<file path="src/rtl/seg_scan_decoder.sv">
// Receive side of the multiplexed 8-digit seven-segment bus.
// Waits for each anode/segment pair to settle, decodes it and keeps a per-digit image.
module seg_scan_decoder #(
  parameter int STABLE_CYCLES = 4,
  parameter int CNT_W         = 8
) (
  input  logic       CLK,
  input  logic       rst,
  input  logic [7:0] seg_in,
  input  logic [7:0] an_in,
  input  logic [2:0] rd_sel,
  output logic [3:0] rd_num,
  output logic       rd_dp,
  output logic       rd_valid,
  output logic [7:0] digit_valid,
  output logic       frame_done,
  output logic       err
);

  localparam logic [1:0] IDLE   = 2'd0;
  localparam logic [1:0] SETTLE = 2'd1;
  localparam logic [1:0] HOLD   = 2'd2;

  localparam logic [CNT_W-1:0] STABLE = CNT_W'(STABLE_CYCLES);
  localparam logic [CNT_W-1:0] ONE    = CNT_W'(1);
  localparam logic             INSTANT = (STABLE_CYCLES == 1);

  logic [1:0]       state;
  logic [1:0]       state_n;
  logic [CNT_W-1:0] count;
  logic [CNT_W-1:0] count_n;
  logic [7:0]       ref_an;
  logic [7:0]       ref_seg;
  logic [7:0]       prev_an;
  logic [7:0]       seen;
  logic [7:0]       seen_n;
  logic [3:0]       digit [8];
  logic [7:0]       dp;

  logic [7:0] an_lo;
  logic       blank;
  logic       legal;
  logic       same;
  logic [2:0] pos;
  logic       load;
  logic       cap;
  logic       err_ill;
  logic       eval;
  logic [4:0] dec;
  logic       dec_ok;
  logic       dec_blank;

  // Result is {match, value}; active-high ABCDEFG in.
  function automatic logic [4:0] decode(input logic [6:0] p);
    logic [4:0] r;
    case (p)
      7'b1111110: r = {1'b1, 4'h0};
      7'b0110000: r = {1'b1, 4'h1};
      7'b1101101: r = {1'b1, 4'h2};
      7'b1111001: r = {1'b1, 4'h3};
      7'b0110011: r = {1'b1, 4'h4};
      7'b1011011: r = {1'b1, 4'h5};
      7'b1011111: r = {1'b1, 4'h6};
      7'b1110000: r = {1'b1, 4'h7};
      7'b1111111: r = {1'b1, 4'h8};
      7'b1111011: r = {1'b1, 4'h9};
      7'b1110111: r = {1'b1, 4'hA};
      7'b0011111: r = {1'b1, 4'hB};
      7'b1001110: r = {1'b1, 4'hC};
      7'b0111101: r = {1'b1, 4'hD};
      7'b1001111: r = {1'b1, 4'hE};
      7'b1000111: r = {1'b1, 4'hF};
      default:    r = 5'b0;
    endcase
    return r;
  endfunction

  assign an_lo     = ~an_in;
  assign blank     = (an_in == 8'hFF);
  assign legal     = (an_lo != 8'h00) && ((an_lo & (an_lo - 8'd1)) == 8'h00);
  assign same      = (an_in == ref_an) && (seg_in == ref_seg);
  assign dec       = decode(~seg_in[7:1]);
  assign dec_ok    = dec[4];
  assign dec_blank = (seg_in[7:1] == 7'h7F);

  always_comb begin
    pos = 3'd0;
    for (int i = 0; i < 8; i++) begin
      if (!an_in[i]) pos = i[2:0];
    end
  end

  always_comb begin
    state_n = state;
    count_n = count;
    load    = 1'b0;
    cap     = 1'b0;
    err_ill = 1'b0;
    eval    = 1'b0;
    case (state)
      IDLE:   eval = 1'b1;
      SETTLE: begin
        if (!same) begin
          eval = 1'b1;
        end else if (count < STABLE) begin
          count_n = count + ONE;
          if (count_n == STABLE) begin
            cap     = 1'b1;
            state_n = HOLD;
          end
        end
      end
      HOLD:   eval = !same;
      default: state_n = IDLE;
    endcase
    if (eval) begin
      if (legal) begin
        load    = 1'b1;
        count_n = ONE;
        state_n = INSTANT ? HOLD : SETTLE;
        cap     = INSTANT;
      end else begin
        state_n = IDLE;
        count_n = '0;
        // A held illegal pattern reports once, not every cycle.
        err_ill = !blank && (an_in != prev_an);
      end
    end
  end

  always_comb begin
    seen_n = (&seen) ? 8'h00 : seen;
    if (cap) seen_n = seen_n | an_lo;
  end

  always_ff @(posedge CLK) begin
    if (rst) begin
      state       <= IDLE;
      count       <= '0;
      ref_an      <= 8'h00;
      ref_seg     <= 8'h00;
      prev_an     <= 8'hFF;
      seen        <= 8'h00;
      dp          <= 8'h00;
      digit_valid <= 8'h00;
      rd_num      <= 4'h0;
      rd_dp       <= 1'b0;
      rd_valid    <= 1'b0;
      frame_done  <= 1'b0;
      err         <= 1'b0;
      for (int i = 0; i < 8; i++) digit[i] <= 4'h0;
    end else begin
      state      <= state_n;
      count      <= count_n;
      prev_an    <= an_in;
      seen       <= seen_n;
      frame_done <= &seen;
      err        <= err_ill | (cap && !dec_ok && !dec_blank);
      rd_num     <= digit[rd_sel];
      rd_dp      <= dp[rd_sel];
      rd_valid   <= digit_valid[rd_sel];
      if (load) begin
        ref_an  <= an_in;
        ref_seg <= seg_in;
      end
      if (cap) begin
        digit_valid[pos] <= dec_ok;
        if (dec_ok) begin
          digit[pos] <= dec[3:0];
          dp[pos]    <= ~seg_in[0];
        end
      end
    end
  end

endmodule
</file>
<file path="config.mk">
export PLATFORM = sky130hd
export DESIGN_NAME = seg_scan_decoder
export DESIGN_NICKNAME = d
export VERILOG_FILES = /design/src/rtl/seg_scan_decoder.sv
export SDC_FILE = /design/constraint.sdc
export NUM_CORES = 1
export LEC_CHECK = 0
export ABC_AREA = 1
export CAP_MARGIN = 20
export CORE_MARGIN = 2
export CORE_UTILIZATION = 50
export CTS_BUF_LIST = sky130_fd_sc_hd__clkbuf_2 sky130_fd_sc_hd__clkbuf_4 sky130_fd_sc_hd__clkbuf_8
export CTS_CLUSTER_DIAMETER = 80
export DETAILED_ROUTE_END_ITERATION = 8
export PLACE_DENSITY = 0.7
export SETUP_SLACK_MARGIN = 0.05
export SYNTH_ARGS = -nofsm -noshare
export SYNTH_HDL_FRONTEND = slang
export SYNTH_SLANG_ARGS = --single-unit
</file>
<file path="constraint.sdc">
create_clock -name CLK -period 5.3 [get_ports CLK]
set_input_delay 0.795 -clock CLK [delete_from_list [all_inputs] [get_ports CLK]]
set_output_delay 0.795 -clock CLK [all_outputs]
set_load 0.02 [all_outputs]
</file>
# == After elaboration in Yosys (flattened, before gate mapping) ==
# Memory sizes are Yosys's and may differ from the RTL's. A register that Yosys moved wholly into a read port is not among the register bits.
# Cells that the tools add are included.
# totals
register_bits,62
mem_bits_rw,32
input_bits,21
out_inout_bits,16
n_memories,1
# memory_table
memory,words,word_bits,read_ports,rd_clocked_by_memory_dff,wr,line_no,text
digit,8,4,1,1,8,37,logic [3:0] digit [8];
# classes
add_sub_neg,2
n_lt_le_gt_ge,4
eq_ne,28
n_mux,50
bitwise_logic,6
reduce_logical,22
# ops
cell,n
$eq 7x7->1 const B,13
$pmux 5 s16,1
$mux 8,6
$mux 1,24
$eq 7x6->1 const B,3
$mux 3,7
$bwmux 8,2
$eq 8x8->1,2
$ne 3x3->1 const B,3
$add 8x1->8 const B,1
$and 8x8->8,1
$eq 8x3->1 const B,1
$eq 8x8->1 const B,1
$logic_not 8->1,1
$lt 3x4->1 const B,2
$lt 8x3->1 const B,1
$mux 2,4
$ne 8x8->1,1
$not 8->8,1
$or 8x8->8,1
$reduce_and 8->1,1
$reduce_bool 8->1,1
$sub 8x1->8 const B,1
$eq 7x5->1 const B,1
other kinds (21),32

# == Longest topological paths before layout ==
# Gate-level depths: netlist (run 1).
# depth
depth_word,13
ltp_mapped,13
mapped_depth_nobuf,12

# == Least setup slack after synthesis (run 1) ==
# No wires, ideal clock.
# synth_timing
path_kind,input -> register
startpoint,input port an_in[7]
endpoint,"memory digit[1][0], enable pin"
arrival_time_ns,2.037
required_time_ns,4.992
slack_ns,2.955
path_stages,12
path_buffers,2
path_cell_list,buf_2 inv_2 nand2_1 nand2_1 nor2_1 nand2_1 nor2_4 nand3_4 nor2_8 buf_6 nand3_1 nand2_1
# synth_lines
element,line_no,text
"start, declared",10,"input logic [7:0] an_in,"
"end, declared",37,

==> results of run 1 <==
## logic make-up after synthesis
group	after synthesis
AOI/OAI and AO/OA	82
xor gates and xnor gates	8
adders and majority gates	2
buffers and inverters	74
DFF	98
and+or+nand+nor	385
## metal layers
layer  wire (um)  global-route usage, %  vias to the layer above
met2        5515                  37.77                      103
met5           0                      0                        -
met4         110                  4.858                        0
met3         560                  4.368                       12
met1        5255                  31.50                     1986
li1            -                      -                     2183
## path summary, 6_finish.rpt
kind,startpoint,slack [ns],endpoint,depth (start not counted)
min reg2reg,count[3]$_SDFFE_PP0P_,0.44,count[3]$_SDFFE_PP0P_,2
max,seg_in[6],2.48,digit[7][1]$_SDFFCE_PN0P_,10
min,count[3]$_SDFFE_PP0P_,0.44,count[3]$_SDFFE_PP0P_,2
max reg2reg,count[0]$_SDFFE_PP0P_,3.03,digit[7][1]$_SDFFCE_PN0P_,8
## stage by stage
step,cells,total power [mW],setup WS [ns]
after global placement,796,0.9600,2.118
final,813,1.431,2.476
after global routing,813,1.485,2.265
after floorplan,649,0.9081,2.955
after CTS,812,1.440,2.483
after detailed placement,796,0.9625,2.106
## flip-flops by register name, summed over array words and instances, names as in the netlist
name,cells
digit_valid,8
prev_an,8
count,8
digit,32
dp,8
rd_valid,1
err,1
rd_dp,1
rd_num,4
frame_done,1
ref_an,8
ref_seg,8
state,2
seen,8
## Yosys cell counts (all sizes together)
cell	n	area (sq um)
a211oi	1	7.510
o21ai	46	230.2
buf	10	70.06
nor4	1	12.51
inv	50	187.7
nand3	74	465.5
xor2	2	17.52
o22ai	6	37.54
edfxtp	32	960.9
dfxtp	66	1321
xnor2	6	52.55
nand2	158	598.1
nand4	13	102.6
a31oi	6	37.54
ha	2	25.02
clkbuf	14	52.55
a21oi	22	110.1
nor2	130	584.3
nor3	5	30.03
or2	4	25.02
a22oi	1	7.510
## layout make-up
type | count | area (sq um) | share of cell area, %
clock inverter | 6 | 65.06 | 1.171
timing repair buffer | 39 | 380.4 | 6.845
sequential | 98 | 2282 | 41.07
tap | 133 | 166.4 | 2.995
multi-input combinational | 477 | 2344 | 42.18
inverter | 50 | 187.7 | 3.378
clock buffer | 10 | 131.4 | 2.364
## power groups by stage
stage	logic (mW)	registers, mW	clock network, mW
floorplan	0.0867	0.821	0
global placement	0.141	0.819	0
detailed placement	0.143	0.819	0
CTS	0.143	0.802	0.495
global route	0.161	0.804	0.521
finish	0.144	0.801	0.486
## worst max-delay path: stages
cell	delay, ns
clkdlybuf4s50_1	0.68
nor2_2	0.08
nand2_1	0.10
inv_2	0.07
nand3_1	0.09
nand3_1	0.13
nor2_4	0.26
nand3_2	0.28
nand3_2	0.25
nand2_1	0.15
==> summary.md, run 1 <==
| Metric | Value |
|---|---|
| Layout cells sized above 1 | `10.00%` |
| Final hold slack | `0.4411 ns` |
| Syn. warnings | `0` |
| Synth Area in Simple Gates | `36.83%` |
| Area delta synth->final | `12.57%` |
| Drt total wl | `11440 um` |
| Reg clk slew, reported paths | `0.09 ns` |
| Comb pwr share | `10.1%` |
| Routed len/inst | `14.07 um` |
| Initial core utilization | `50.97%` |
| Htree depth | `3` |
| Number of remaining DRC errors | `0` |
| CTS buffer count | `9` |
| First-pass GRT wire length | `19110 um` |
| # setup viols final | `0` |
| Tcrit/Tclk final | `53.27%` |
| Placed wire-length estimate | `8303 um` |
| # Post-CTS Setup Buffers | `0` |
| Post-layout util | `57.38%` |
| IO Port Bufs | `36` |
| Crit path kind | `in2reg` |
| Sw power | `363.0 uW` |
| CTS tree | `done` |
| Post-Synth XOR/XNOR Area | `1.420%` |
| Cell Int Power | `1.068 mW` |
| Power density over the cells | `257.5 nW/um^2` |
| Hold buffer count at CTS | `0` |
| Outcome | `finished clean` |
| Synth Area in Compound Gates | `8.720%` |
| Fin nets | `698` |
| Fmax | `0.3542 GHz` |
| DRT antenna net count | `0` |
| Vias in the first global route | `3953` |
| Synth Area per Inst | `7.606 sq um` |
| Maxcap violations | `0` |
| Die area | `10680 sq um` |
| Synth Net Count | `672` |
| Crit-path max FO | `10` |
| Cell row count | `36` |
| Grt total ovfl | `0` |
| Core area | `9684 sq um` |
| DP Area | `5355 sq um` |
| Max VDD drop | `0.1741 mV` |
| Crit path capture type | `register` |
| Synth Cell Area | `4936 sq um` |
| Required time of the critical path | `5.39 ns` |
| Post-cts sizing count | `0` |
| Worst EP arrival | `2.91 ns` |
| Final Cell Area | `5557 sq um` |
| Setup Skew | `0.01445 ns` |
| Main combinational cell family by area after synthesis | `simple AND/OR/NAND/NOR gates` |
| Final min period | `2.824 ns` |
| Top-Level Pins | `37` |
| Max Root-Sink Buffers | `2` |
| Commonest non-fill, non-tap cell in the layout | `nand2_1` |
| Synth unique cells | `35` |
| Total GRT Usage | `22.89%` |
| Via density | `5.269` |
| LEAKAGE | `2.250 nW` |
| Clk Latency, worst-skew pair | `0.37 ns` |
| Worst slew pin tran | `1.021 ns` |
| Initial antenna violation count | `0` |
| Flop pwr share | `56.0%` |
| Worst hold path class | `reg2reg` |
| N_diodes | `0` |
| Fraction of synthesized area in multiplexers | `0%` |
| Setup repair after global routing missed its margin | `no` |
| Die Span Y | `103.4 um` |
| Seq/Total Area, Yosys | `46.24%` |
| Max_slew headroom | `31.39%` |
| Drt initial violations | `259` |
| Vias | `4284` |
| FILL cells | `915` |
| CTS Root Buffer Type | `clkbuf_8` |
| Synth Area in Adders | `0.5070%` |
| TritonRoute pass-1 iters | `5` |
| Largest net degree at the start of global routing | `51` |
| Routability congestion estimate | `0.8576` |
| Final hold vios | `0` |
| Clock Power Share | `33.9%` |
| Sw Ratio | `25.37%` |
| Die width | `103.4 um` |
| CTS Sinks | `98` |
| FF+latch count, synth | `98` |
| Most frequent cells in the layout | `nand2_1 (156), nor2_1 (120), dfxtp_1 (66)` |
| Pins over their slew limit | `0` |
| Post-synthesis cell count | `649` |
| Worst setup SP type | `input port` |
| Setup TNS Final | `0 ns` |
No activity file was read; power rests on OpenSTA's default activity.
==> run 2: changes to the inputs <==
--- a/config.mk
+++ b/config.mk
@@ -12,7 +12,7 @@
 export CTS_BUF_LIST = sky130_fd_sc_hd__clkbuf_2 sky130_fd_sc_hd__clkbuf_4 sky130_fd_sc_hd__clkbuf_8
 export CTS_CLUSTER_DIAMETER = 80
 export DETAILED_ROUTE_END_ITERATION = 8
-export PLACE_DENSITY = 0.7
+export PLACE_DENSITY = 0.73
 export SETUP_SLACK_MARGIN = 0.05
 export SYNTH_ARGS = -nofsm -noshare
 export SYNTH_HDL_FRONTEND = slang
==> constraint.sdc (replaced) <==
create_clock -name CLK -period 2.58 [get_ports CLK]
set_input_delay 0.387 -clock CLK [delete_from_list [all_inputs] [get_ports CLK]]
set_output_delay 0.387 -clock CLK [all_outputs]
set_load 0.02 [all_outputs]
==> run 2 against run 1 <==
Compared with the run above: clock-buffer cell count grew 1; critical path type is now reg2reg; design area grew 3.8%; setup slack lost 2.1 ns; highest routed layer unchanged.
==> summary.md, run 2 (synthesis results as in run 1) <==
| Metric | Value |
|---|---|
| Post-cts sizing count | `0 (unchanged)` |
| Routability congestion estimate | `0.8521 (-0.64%)` |
| Setup repair after global routing missed its margin | `no` |
| DRT antenna net count | `0 (unchanged)` |
| Routed len/inst | `13.64 um (-3.1%)` |
| Commonest non-fill, non-tap cell in the layout | `nand2_1` |
| IO Port Bufs | `36 (unchanged)` |
| Crit-path max FO | `14 (+4)` |
| Setup slack after layout | `0.4141 ns (-2.062 ns)` |
| Most frequent cells in the layout | `nand2_1 (156), nor2_1 (120), dfxtp_1 (66)` |
| Drt initial violations | `205 (-21%)` |
| Reg clk slew, reported paths | `0.09 ns (about the same)` |
| Fin nets | `727 (+4.2%)` |
| Most used cell, CP | `nand2_1` |
| Reg2Reg Depth | `8 (unchanged)` |
| Vias in the first global route | `4143 (+4.8%)` |
| Max VDD drop | `0.2693 mV (+55%)` |
| Die Span Y | `103.4 um (unchanged)` |
| Worst-path cell chain | `ha_1 -> xor2_1 -> nand2_1 -> nor2_1 -> inv_1 -> nor2_8 -> nand3_1 -> nand2_1` |
| Drt total wl | `11490 um (+0.40%)` |
| CTS Sinks | `98 (unchanged)` |
| Setup TNS Final | `0 ns (unchanged)` |
| Initial antenna violation count | `0 (unchanged)` |
| Largest net degree at the start of global routing | `58 (+14%)` |
| Reg with most FFs | `digit` |
| Power density over the cells | `500.7 nW/um^2 (+94%)` |
| Flop2flop setup slack | `0.41 ns (-2.62 ns)` |
| Required time of the critical path | `2.64 ns (-2.75 ns)` |
| CTS Root Buffer Type | `clkbuf_8` |
| Via density | `5.258 (-0.22%)` |
| RR Endpoint | `digit[1][2]$_SDFFCE_PN0P_` |
| Core area | `9684 sq um (unchanged)` |
| Initial core utilization | `50.97% (unchanged)` |
| Vias | `4427 (+3.3%)` |
| Clk Latency, worst-skew pair | `0.36 ns (about the same)` |
| Pre-CTS WS | `0.03666 ns (-2.069 ns)` |
| Post-layout util | `59.57% (+2.2 points)` |
| Max Root-Sink Buffers | `2 (unchanged)` |
| Crit path capture | `digit[1][2]$_SDFFCE_PN0P_` |
| Slowest library cell on the worst path | `dfxtp_1` |
| # setup viols final | `0 (unchanged)` |
| Crit path kind | `reg2reg` |
| Die area | `10680 sq um (unchanged)` |
| Grt total ovfl | `0 (unchanged)` |
| Worst slew pin tran | `0.6650 ns (-0.3556 ns)` |
| First-pass GRT wire length | `19040 um (-0.36%)` |
| Top-Level Pins | `37 (unchanged)` |
| Maxcap violations | `0 (unchanged)` |
| CTS buffer count | `9 (unchanged)` |
| Pins over their slew limit | `0 (unchanged)` |
| Cell Int Power | `2.135 mW (+100%)` |
| Layout cells sized above 1 | `13.68% (+3.7 points)` |
| Comb pwr share | `11.2% (+1.1 points)` |
| Tot Pwr | `2.889 mW (+100%)` |
| Final hold slack | `0.4421 ns (+0.001049 ns)` |
| Number of remaining DRC errors | `0 (unchanged)` |
| Max_slew headroom | `55.62% (+24 points)` |
| Placed wire-length estimate | `8558 um (+3.1%)` |
| Tcrit/Tclk final | `83.95%` |
| Worst setup startpoint | `count[0]$_SDFFE_PP0P_` |
| Final min period | `2.166 ns` |
| Total GRT Usage | `22.89% (about the same)` |
| Flop pwr share | `56.9% (+0.9 points)` |
| Die width | `103.4 um (unchanged)` |
| Area delta synth->final | `16.88%` |
| Worst setup SP type | `register` |
| Cell row count | `36 (unchanged)` |
| Worst EP arrival | `2.23 ns (-0.68 ns)` |
| TritonRoute pass-1 iters | `4 (-1)` |
| Clock Power Share | `31.8% (-2.1 points)` |
| LEAKAGE | `2.394 nW (+6.4%)` |
| # Post-CTS Setup Buffers | `0 (unchanged)` |
| Crit-path max cell delay | `0.40 ns (-0.28 ns)` |
| N_diodes | `0 (unchanged)` |
| Crit path capture type | `register` |
| Final hold vios | `0 (unchanged)` |
| Reg2reg start | `count[0]$_SDFFE_PP0P_` |
| Outcome | `finished clean` |
| Htree depth | `3 (unchanged)` |
| FILL cells | `906 (-0.98%)` |
| Hold buffer count at CTS | `0 (unchanged)` |
| Sw Ratio | `26.09% (+0.72 points)` |
| Setup Skew | `0.01534 ns (+0.0008909 ns)` |
| Fmax | `0.4617 GHz` |
| Sw power | `753.5 uW (+110%)` |
| Worst hold path class | `reg2reg` |
| Max reg flops | `32 (unchanged)` |
| CTS tree | `done` |
[run 2: per-stage QoR]
step,std cells,cell area (sq um)
floorplan,649,4936
finish,842,5769
global placement,826,5593
global route,842,5769
detailed placement,826,5593
CTS,842,5769
[run 2: power groups by stage]
| stage | clock network [mW] | logic [mW] | registers [mW] |
|---|---|---|---|
| 6_report | 0.919 | 0.324 | 1.64 |
| 5_1_grt | 0.994 | 0.359 | 1.65 |
| 4_1_cts | 0.932 | 0.324 | 1.65 |
| 3_5_place_dp | 0 | 0.322 | 1.68 |
| 3_3_place_gp | 0 | 0.318 | 1.68 |
| 2_1_floorplan | 0 | 0.178 | 1.69 |
[run 2: worst max-delay path, delay by kind of cell, from the launching register on]
family | cells | cell delay [ns]
buf+inv | 1 | 0.20
xor+xnor | 1 | 0.14
fa+ha+maj | 1 | 0.20
flops | 1 | 0.40
simple gates | 5 | 0.94
[run 2: per-layer routing]
metal | up-vias | track usage [%] | wire (um)
li1 | 2246 | - | -
met1 | 2057 | 30.62 | 5239
met5 | - | 0 | 0
met3 | 17 | 3.024 | 516
met2 | 107 | 37.97 | 5538
met4 | 0 | 8.603 | 193
[run 2: final cells by class]
type | count | area, sq um | area share (%)
Clock inverter | 5 | 37.54 | 0.6506
Clock buffer | 11 | 138.9 | 2.407
Multi-Input combinational cell | 477 | 2344 | 40.62
Inverter | 50 | 187.7 | 3.253
Timing Repair Buffer | 68 | 613.1 | 10.63
Sequential cell | 98 | 2282 | 39.56
Tap cell | 133 | 166.4 | 2.884
[run 2: how the worst min path moves through the flow]
stage                           from                     to  slack (ns)  depth (start not counted)
3_5_place_dp   count[3]$_SDFFE_PP0P_  count[3]$_SDFFE_PP0P_        0.43                          2
5_1_grt        count[3]$_SDFFE_PP0P_  count[3]$_SDFFE_PP0P_        0.46                          2
2_1_floorplan  count[3]$_SDFFE_PP0P_  count[3]$_SDFFE_PP0P_        0.42                          2
3_3_place_gp   count[3]$_SDFFE_PP0P_  count[3]$_SDFFE_PP0P_        0.43                          2
6_report       count[5]$_SDFFE_PP0P_  count[5]$_SDFFE_PP0P_        0.44                          2
4_1_cts        count[5]$_SDFFE_PP0P_  count[5]$_SDFFE_PP0P_        0.45                          2
==> run 3: changes to the inputs <==
--- a/config.mk
+++ b/config.mk
@@ -12,7 +12,7 @@
 export CTS_BUF_LIST = sky130_fd_sc_hd__clkbuf_2 sky130_fd_sc_hd__clkbuf_4 sky130_fd_sc_hd__clkbuf_8
 export CTS_CLUSTER_DIAMETER = 80
 export DETAILED_ROUTE_END_ITERATION = 8
-export PLACE_DENSITY = 0.73
+export PLACE_DENSITY = 0.7
 export SETUP_SLACK_MARGIN = 0.05
 export SYNTH_ARGS = -nofsm -noshare
 export SYNTH_HDL_FRONTEND = slang
==> constraint.sdc (replaced) <==
create_clock -name CLK -period 2 [get_ports CLK]
set_input_delay 0.3 -clock CLK [delete_from_list [all_inputs] [get_ports CLK]]
set_output_delay 0.3 -clock CLK [all_outputs]
set_load 0.02 [all_outputs]
==> run 3 against run 2 <==
Compared with the run above: first-iteration DRC count shrank 14%; sequential cell count is the same; core utilization grew 7.2 points; global-route usage grew 1.6 points; die area is the same; largest power group unchanged.
==> summary.md, run 3 (synthesis results as in run 1) <==
| Metric | Value |
|---|---|
| Drt initial violations | `177 (-14%)` |
| Worst setup SP type | `input port` |
| Routed len/inst | `13.90 um (+1.9%)` |
| Grt total ovfl | `0 (unchanged)` |
| Tot Pwr | `3.999 mW (+38%)` |
| Placed wire-length estimate | `9291 um (+8.6%)` |
| Commonest non-fill, non-tap cell in the layout | `nand2_1` |
| Worst EP arrival | `1.95 ns (-0.28 ns)` |
| CTS tree | `done` |
| Die Span Y | `103.4 um (unchanged)` |
| Die area | `10680 sq um (unchanged)` |
| Routability congestion estimate | `0.8710 (+2.2%)` |
| Clk Latency, worst-skew pair | `0.38 ns (+0.02 ns)` |
| N_diodes | `0 (unchanged)` |
| Worst slew pin tran | `0.3907 ns (-0.2742 ns)` |
| Htree depth | `3 (unchanged)` |
| Setup TNS Final | `0 ns (unchanged)` |
| Drt total wl | `12460 um (+8.4%)` |
| Via density | `5.136 (-2.3%)` |
| Number of remaining DRC errors | `0 (unchanged)` |
| # setup viols final | `0 (unchanged)` |
| Pre-CTS WS | `-0.4505 ns (-0.4871 ns)` |
| Die width | `103.4 um (unchanged)` |
| Layout cells sized above 1 | `25.43% (+12 points)` |
| Fmax | `0.5374 GHz` |
| TritonRoute pass-1 iters | `4 (unchanged)` |
| Max reg flops | `32 (unchanged)` |
| Final min period | `1.861 ns` |
| DRT antenna net count | `0 (unchanged)` |
| Crit path capture type | `register` |
| Cell row count | `36 (unchanged)` |
| Total GRT Usage | `24.49% (+1.6 points)` |
| Reg with most FFs | `digit` |
| Top-Level Pins | `37 (unchanged)` |
| Power density over the cells | `618.9 nW/um^2 (+24%)` |
| Reg clk slew, reported paths | `0.09 ns (about the same)` |
| Largest net degree at the start of global routing | `47 (-19%)` |
| Max_slew headroom | `73.92% (+18 points)` |
| CTS Root Buffer Type | `clkbuf_8` |
| Max VDD drop | `0.3268 mV (+21%)` |
| Worst hold path class | `in2reg` |
| Tcrit/Tclk final | `93.05%` |
| Required time of the critical path | `2.09 ns (-0.55 ns)` |
| Maxcap violations | `0 (unchanged)` |
| Hold buffer count at CTS | `0 (unchanged)` |
| CTS Sinks | `98 (unchanged)` |
| Vias | `4602 (+4.0%)` |
| Setup repair after global routing missed its margin | `yes` |
| Outcome | `finished clean` |
| Initial core utilization | `50.97% (unchanged)` |
| Area delta synth->final | `30.93%` |
| Setup Skew | `0.007262 ns (-0.008080 ns)` |
| Setup slack after layout | `0.1390 ns (-0.2751 ns)` |
| Fin nets | `781 (+7.4%)` |
| Pins over their slew limit | `0 (unchanged)` |
| Vias in the first global route | `4403 (+6.3%)` |
| First-pass GRT wire length | `20090 um (+5.5%)` |
| Initial antenna violation count | `0 (unchanged)` |
| Crit-path max FO | `6 (-8)` |
| Final hold vios | `0 (unchanged)` |
| FILL cells | `863 (-4.7%)` |
| Most frequent cells in the layout | `nand2_1 (144), nor2_1 (100), buf_4 (80)` |
| Max Root-Sink Buffers | `2 (unchanged)` |
| Crit path kind | `in2reg` |
| IO Port Bufs | `36 (unchanged)` |
| CTS buffer count | `9 (unchanged)` |
| Core area | `9684 sq um (unchanged)` |
| LEAKAGE | `2.757 nW (+15%)` |
[run 3: power by group]
group | internal (mW) | switching [mW]
registers | 2.10 | 0.0180
logic | 0.202 | 0.282
clock network | 0.698 | 0.698
total | 3.00 | 0.998
[run 3: through the flow]
stage	hold slack, ns	cells	util [%]	cell area (sq um)
after floorplan	0.4032	649	-	4936
after global placement	0.4255	875	61.55	5961
after detailed placement	0.4277	875	61.55	5961
after CTS	0.4034	894	64.69	6265
after global routing	0.2876	896	66.73	6462
final	0.2738	896	66.73	6462
[run 3: path summary, 6_finish.rpt]
path	start	to	slack (ns)	depth (start not counted)
worst max-delay path	seg_in[4]	digit[2][0]$_SDFFCE_PN0P_	0.14	11
worst min-delay path	an_in[2]	ref_an[2]$_SDFFE_PP0P_	0.27	3
worst max register to register	count[0]$_SDFFE_PP0P_	digit_valid[2]$_SDFFE_PP0P_	0.17	11
worst min register to register	count[5]$_SDFFE_PP0P_	count[5]$_SDFFE_PP0P_	0.44	2
[run 3: worst max-delay path, cell delays in order]
cell and delay [ns]:
clkdlybuf4s50_1 0.48, inv_1 0.09, nand2_1 0.07, nand2_1 0.07, nor2_1 0.11, nand2_1 0.09
nor2_4 0.13, nand3_4 0.13, nor2_8 0.19, nand3_1 0.14, nand2_2 0.14
[run 3: final cells by class]
type | count | area (sq um) | area share (%)
Clock inverter | 3 | 46.29 | 0.7164
Sequential cell | 98 | 2287 | 35.39
Inverter | 50 | 190.2 | 2.943
Timing Repair Buffer | 121 | 1054 | 16.30
Clock buffer | 13 | 172.7 | 2.672
Tap cell | 133 | 166.4 | 2.575
Multi-Input combinational cell | 478 | 2546 | 39.40
[run 3: metal layers]
layer	global-route usage, %	part of all wire (%)
met1	29.74	43
met2	43.42	52
met3	3.226	3.2
met4	10.63	2.1
met5	0	0
[run 3: repair_timing]
action | in CTS | in global routing
cloned | 0 | 1
setup buffers | 3 | 1
endpoints found under the setup margin | 87 | 103
pin swaps | 2 | 8
gates resized for setup | 16 | 60
